### src/rtl/img_buf_writer_if.sv
// img_buf_writer_if: camera stream in, buffer write port and frame handshake out.
// Modports: master drives the stream and ack, slave is the buffer writer.
interface img_buf_writer_if #(
  parameter int PIX_W = 8,
  parameter int BA_W  = 14
);
  logic             frame_start;
  logic             pix_valid;
  logic [PIX_W-1:0] pix_data;
  logic             frame_ack;
  logic             buf_we;
  logic [BA_W-1:0]  buf_addr;
  logic [PIX_W-1:0] buf_wdata;
  logic             frame_ready;
  logic             rd_bank;
  logic             busy;
  logic             overrun;

  modport master (
    output frame_start, pix_valid, pix_data, frame_ack,
    input  buf_we, buf_addr, buf_wdata,
    input  frame_ready, rd_bank, busy, overrun
  );

  modport slave (
    input  frame_start, pix_valid, pix_data, frame_ack,
    output buf_we, buf_addr, buf_wdata,
    output frame_ready, rd_bank, busy, overrun
  );
endinterface

### src/rtl/img_buf_writer.sv
// img_buf_writer: writes the raster pixel stream into the image buffer RAM.
// Ports: clk, rst_n, bus (slave). Option macro BUF_PINGPONG_EN adds a second bank.
module img_buf_writer #(
  parameter int IMG_W  = 112,
  parameter int IMG_H  = 112,
  parameter int PIX_W  = 8,
  parameter int ADDR_W = 14
) (
  input logic             clk,
  input logic             rst_n,
  img_buf_writer_if.slave bus
);
`ifdef BUF_PINGPONG_EN
  localparam int   BA_W = ADDR_W + 1;
  localparam logic PP   = 1'b1;
`else
  localparam int   BA_W = ADDR_W;
  localparam logic PP   = 1'b0;
`endif
  localparam int CW = (IMG_W > 1) ? $clog2(IMG_W) : 1;
  localparam int RW = (IMG_H > 1) ? $clog2(IMG_H) : 1;

  typedef enum logic [1:0] {IDLE, CAPTURE, READY} state_t;

  state_t             state_q, state_d;
  logic [CW-1:0]      col_q, col_d;
  logic [RW-1:0]      row_q, row_d;
  logic [ADDR_W-1:0]  addr_q, addr_d, waddr;
  logic [1:0]         full_q, full_d;
  logic               wb_q, wb_d;
  logic               rd_q, rd_d;
  logic               we_d, ovr_d, restart;
  logic               we_q, ovr_q, rdy_q;
  logic [BA_W-1:0]    wa, addr_o;
  logic [PIX_W-1:0]   wdata_o;

`ifdef BUF_PINGPONG_EN
  assign wa = {wb_q, waddr};
`else
  assign wa = waddr;
`endif

  always_comb begin
    state_d = state_q;
    col_d   = col_q;
    row_d   = row_q;
    addr_d  = addr_q;
    waddr   = addr_q;
    full_d  = full_q;
    wb_d    = wb_q;
    rd_d    = rd_q;
    we_d    = 1'b0;
    ovr_d   = 1'b0;
    restart = 1'b0;
    // full bits mark banks awaiting ack; rd_q is always the oldest
    if (bus.frame_ack && (|full_q)) begin
      full_d[rd_q] = 1'b0;
      rd_d = rd_q ^ PP;
    end
    if (bus.frame_start) begin
      if (state_q == CAPTURE) begin
        ovr_d   = 1'b1;
        restart = 1'b1;
      end else if (!full_d[wb_q]) begin
        restart = 1'b1;
        state_d = CAPTURE;
      end else begin
        ovr_d = 1'b1;
      end
    end
    if (restart) begin
      col_d  = '0;
      row_d  = '0;
      addr_d = '0;
    end
    if (bus.pix_valid && (state_d == CAPTURE)) begin
      we_d  = 1'b1;
      waddr = addr_d;
      if (row_d == RW'(IMG_H - 1) && col_d == CW'(IMG_W - 1)) begin
        full_d[wb_q] = 1'b1;
        wb_d = wb_q ^ PP;
        state_d = full_d[wb_q ^ PP] ? READY : IDLE;
      end else begin
        addr_d = addr_d + 1'b1;
        if (col_d == CW'(IMG_W - 1)) begin
          col_d = '0;
          row_d = row_d + 1'b1;
        end else begin
          col_d = col_d + 1'b1;
        end
      end
    end else if (state_d != CAPTURE) begin
      state_d = full_d[wb_q] ? READY : IDLE;
    end
  end

  always_ff @(posedge clk or negedge rst_n) begin
    if (!rst_n) begin
      state_q <= IDLE;
      col_q   <= '0;
      row_q   <= '0;
      addr_q  <= '0;
      full_q  <= '0;
      wb_q    <= 1'b0;
      rd_q    <= 1'b0;
      we_q    <= 1'b0;
      ovr_q   <= 1'b0;
      rdy_q   <= 1'b0;
      addr_o  <= '0;
      wdata_o <= '0;
    end else begin
      state_q <= state_d;
      col_q   <= col_d;
      row_q   <= row_d;
      addr_q  <= addr_d;
      full_q  <= full_d;
      wb_q    <= wb_d;
      rd_q    <= rd_d;
      we_q    <= we_d;
      ovr_q   <= ovr_d;
      // ready only once a bank has been full for a whole cycle,
      // so it trails the final write by one cycle
      rdy_q   <= |(full_q & full_d);
      if (we_d) begin
        addr_o  <= wa;
        wdata_o <= bus.pix_data;
      end
    end
  end

  assign bus.buf_we      = we_q;
  assign bus.buf_addr    = addr_o;
  assign bus.buf_wdata   = wdata_o;
  assign bus.frame_ready = rdy_q;
  assign bus.rd_bank     = rd_q;
  assign bus.busy        = (state_q == CAPTURE);
  assign bus.overrun     = ovr_q;
endmodule

### src/flat_wrapper.sv
// flat-port wrapper written by rule: the top's interface ports become plain ports
module img_buf_writer_flat 
#(
  parameter int IMG_W  = 112,
  parameter int IMG_H  = 112,
  parameter int PIX_W  = 8,
  parameter int ADDR_W = 14
)
  (clk, rst_n, bus_frame_start, bus_pix_valid, bus_pix_data, bus_frame_ack, bus_buf_we, bus_buf_addr, bus_buf_wdata, bus_frame_ready, bus_rd_bank, bus_busy, bus_overrun);
  img_buf_writer_if #(.PIX_W(PIX_W), .BA_W((ADDR_W))) bus_i ();
  input logic clk;
  input logic rst_n;
  input wire logic [$bits(bus_i.frame_start)-1:0] bus_frame_start;
  input wire logic [$bits(bus_i.pix_valid)-1:0] bus_pix_valid;
  input wire logic [$bits(bus_i.pix_data)-1:0] bus_pix_data;
  input wire logic [$bits(bus_i.frame_ack)-1:0] bus_frame_ack;
  output wire logic [$bits(bus_i.buf_we)-1:0] bus_buf_we;
  output wire logic [$bits(bus_i.buf_addr)-1:0] bus_buf_addr;
  output wire logic [$bits(bus_i.buf_wdata)-1:0] bus_buf_wdata;
  output wire logic [$bits(bus_i.frame_ready)-1:0] bus_frame_ready;
  output wire logic [$bits(bus_i.rd_bank)-1:0] bus_rd_bank;
  output wire logic [$bits(bus_i.busy)-1:0] bus_busy;
  output wire logic [$bits(bus_i.overrun)-1:0] bus_overrun;
  assign bus_i.frame_start = bus_frame_start;
  assign bus_i.pix_valid = bus_pix_valid;
  assign bus_i.pix_data = bus_pix_data;
  assign bus_i.frame_ack = bus_frame_ack;
  assign bus_buf_we = bus_i.buf_we;
  assign bus_buf_addr = bus_i.buf_addr;
  assign bus_buf_wdata = bus_i.buf_wdata;
  assign bus_frame_ready = bus_i.frame_ready;
  assign bus_rd_bank = bus_i.rd_bank;
  assign bus_busy = bus_i.busy;
  assign bus_overrun = bus_i.overrun;
  img_buf_writer #(.IMG_W(IMG_W), .IMG_H(IMG_H), .PIX_W(PIX_W), .ADDR_W(ADDR_W)) u_core (.clk(clk), .rst_n(rst_n), .bus(bus_i));
endmodule
### config.mk
export PLATFORM = sky130hd
export DESIGN_NAME = img_buf_writer_flat
export DESIGN_NICKNAME = d
export VERILOG_FILES = /design/src/rtl/img_buf_writer_if.sv /design/src/rtl/img_buf_writer.sv /design/src/flat_wrapper.sv
export SDC_FILE = /design/constraint.sdc
export NUM_CORES = 1
export LEC_CHECK = 0
export ABC_AREA = 1
export CAP_MARGIN = 20
export CORE_MARGIN = 10
export CORE_UTILIZATION = 26
export DETAILED_ROUTE_END_ITERATION = 8
export PLACE_DENSITY = 0.55
export SLEW_MARGIN = 10
export SYNTH_ARGS = -nofsm -noshare
export SYNTH_HDL_FRONTEND = slang
export SYNTH_SLANG_ARGS = --single-unit
export TNS_END_PERCENT = 30
### constraint.sdc
create_clock -name clk -period 4.6 [get_ports clk]
set_input_delay 1.38 -clock clk [delete_from_list [all_inputs] [get_ports clk]]
set_output_delay 1.38 -clock clk [all_outputs]
set_load 0.03 [all_outputs]
==> results.md <==
* Status: finished clean
* Core area at 10300 sq um
* Number of global-route vias before repair at 2189
* Largest family of logic cells by synthesized area: simple AND/OR/NAND/NOR gates
* Min-delay src: u_core.bus.buf_wdata[6]$_DFFE_PN0N_
* HP Class: reg -> reg
* Count of cells resized by post-cts repair at 0
* I/O pin count at 40
* Die X at 123 um
* Clk buf depth at 2
* Xor/xnor cell area share of the yosys netlist at 0.0535
* Drt first pass iters at 4
* Final hold viol count at 0
* Final GP Congestion at 0.786
* Complex-gate fraction of the synthesized area at 0.0426
* Power Dens Cells at 279 nW/um^2
* Endpoints failing setup at 0
* Overflow after GRT at 0
* Port bufs at 38
* Clk slew on worst S/H paths at 0.10 ns
* Critical path buffers and inverters at 4
* Critical-path cell list: clkdlybuf4s50_1 -> nor2_2 -> nand2_1 -> nand2_2 -> inv_2 -> nor2_1 -> ha_1 -> nand2_1 -> inv_1 -> nand3_1 -> nor2_4 -> nand2_4 -> nand2_4 -> inv_2 -> nand2_1 -> xor2_1
* Initial Utilization at 0.267
* Critical-path maximum fanout at 15
* Critical Path AT at 3.98 ns
* Slew Limit Fails at 0
* H-tree levels at 2
* Register area share after synthesis at 0.508
* Final wirelength at 5880 um
* Max-Cap Viols at 0
* CTS sink cnt at 56
* Die ar. at 15100 sq um
* Detailed placement HPWL at 4270 um
* Row Count at 37
* CP Launch Type: primary input
* P_leak at 0.00163 uW
* Worst Path Class, Setup: in -> reg
* Dpl ws at 0.479 ns
* Worst Setup Slack, final at 0.857 ns
* Measured slew at the worst slew-check pin at 0.747 ns
* Iter 0 DRT Violations at 89
* Hold_buf cts at 0
* Largest net degree at the start of global routing at 37
* Syn_nets at 343
* Chip height at 123 um
* DR WL/cell at 11.7 um
* Simple-gate share of the synthesized area at 0.290
* Final worst path period share at 0.814
* Final Power at 931 uW
* Crit-path most repeated cell: nand2_1
* Multiplexer share of the synthesized area at 0
* # DRC at 0
* Syn. warnings at 0
* Clock Skew at 0.00663 ns
* CP max stage cell: clkdlybuf4s50_1
* Avg Cell Area, Syn at 8.44 sq um
* Diode count at 0
* Fraction of final layout cells sized beyond drive strength 1 at 0.0904
* Crit end category: register
* Clock root buffer: clkbuf_8
* WP data required at 4.83 ns
* First-pass GRT wire length at 10400 um
* Vias at 2046
* Crit path launch: bus_frame_ack
* RSZ-0062 raised after global routing: no
* Crit-path leading delay family: simple AND/OR/NAND/NOR gates
* Area delta synth->final at 21.0%
* Initial antenna violation count at 0
* Clock Latency Late Sink at 0.31 ns
* VDD IR max at 0.149 mV
* Syn Inst Count at 327
* Yosys reg bits at 56
* Mapped Area at 2760 sq um
* Post-route ant nets at 0
* FF-to-FF Start: u_core.state_q[0]$_DFF_PN0_
* Post-synthesis adder-cell area fraction at 0.0136
* Setup_tns at 0 ns
* Yosys cell types at 33
* CTS tree: yes
* CTS Buf Count at 5
* Relative slew slack at 0.502
* Crit-path max cell delay at 0.46 ns
* Post-CTS Setup Bufs at 0
* Max Clk Rate at 267 MHz
* Via/cell ratio at 4.08
* Tmin final at 3.74 ns
* # nets final at 380
* Tot GR Track Use at 0.0841
cell usage in the layout (no fill, tap or decap), drive strengths merged, types with 4 or more instances in the layout:
master,instances
nand2,109
dfrtp,56
inv,44
clkdlybuf4s50,37
nor2,35
nand3,17
o21ai,16
xor2,13
nand4,7
clkbuf,7
nor3,5
buf,4
synth_stat cells (all sizes together):
cell | instances | area share
a21boi | 1 | 0.0027
a21oi | 2 | 0.0036
a31oi | 1 | 0.0023
buf | 8 | 0.026
clkbuf | 3 | 0.0041
clkinv | 1 | 0.0014
conb | 1 | 0.0014
dfrtp | 56 | 0.51
ha | 3 | 0.014
inv | 44 | 0.060
nand2 | 109 | 0.16
nand3 | 17 | 0.042
nand4 | 7 | 0.016
nor2 | 35 | 0.067
nor3 | 5 | 0.0091
o21ai | 16 | 0.029
o22ai | 1 | 0.0023
o31ai | 1 | 0.0027
xnor2 | 3 | 0.012
xor2 | 13 | 0.041
kinds of logic (layout without fill, tap and decap cells):
group	Yosys count	count (layout)
adders and majority gates	3	3
other	1	1
AOI/OAI and AO/OA	22	22
DFF	56	56
xor gates and xnor gates	16	16
buffers and inverters	56	94
and+or+nand+nor	173	173
flip-flops by register name, indices dropped and copies added (netlist names):
name                    cells
u_core.addr_q              14
u_core.row_q                7
u_core.full_q               1
u_core.bus.buf_we           1
u_core.bus.buf_wdata        8
u_core.state_q              2
u_core.bus.frame_ready      1
u_core.bus.buf_addr        14
u_core.col_q                7
u_core.bus.overrun          1
worst min-delay path, stage by stage (launching register included):
cell     delay (ns)
dfrtp_1        0.36
nand2_1        0.05
nand2_1        0.04
worst paths after layout:
path / to / depth (start not counted) / slack [ns]
max in group asynchronous: u_core.row_q[5]$_DFF_PN0_ / 2 / 2.68
min: u_core.bus.buf_wdata[6]$_DFFE_PN0N_ / 2 / 0.48
max reg2reg: u_core.col_q[2]$_DFF_PN0_ / 15 / 2.03
min in group asynchronous: u_core.bus.buf_addr[1]$_DFFE_PN0N_ / 1 / 1.13
max: u_core.col_q[2]$_DFF_PN0_ / 16 / 0.86
min reg2reg: u_core.bus.buf_wdata[6]$_DFFE_PN0N_ / 2 / 0.48
layout make-up:
| cell class | instances | area, sq um |
|---|---|---|
| fillers | 1088 | 6980 |
| inverters | 45 | 169 |
| multi-input cells | 215 | 1110 |
| flip-flops and latches | 56 | 1400 |
| repair buffers | 41 | 398 |
| well taps | 136 | 170 |
| clock buffers | 7 | 86.3 |
| clock inverters | 1 | 7.51 |
stage by stage:
step | hold WS (ns) | std cells | area (sq um) | util
final | 0.479 | 501 | 3340 | 0.323
after global routing | 0.508 | 501 | 3340 | 0.323
after CTS | 0.484 | 501 | 3340 | 0.323
after detailed placement | 0.458 | 493 | 3250 | 0.314
after global placement | 0.455 | 493 | 3250 | 0.314
after floorplan | 0.483 | 327 | 2760 | -
layer usage:
| layer | track usage | vias up | wire (um) |
|---|---|---|---|
| li1 | - | 1072 | - |
| met1 | 0.103 | 940 | 2690 |
| met2 | 0.140 | 28 | 2830 |
| met3 | 0.0251 | 6 | 281 |
| met4 | 0.0240 | 0 | 71 |
| met5 | 0 | - | 0 |
power by group:
part           switching, uW  internal (uW)
clock network            159            123
logic                   84.1           45.3
registers               9.07            511
(Power assumes the default switching activity.)
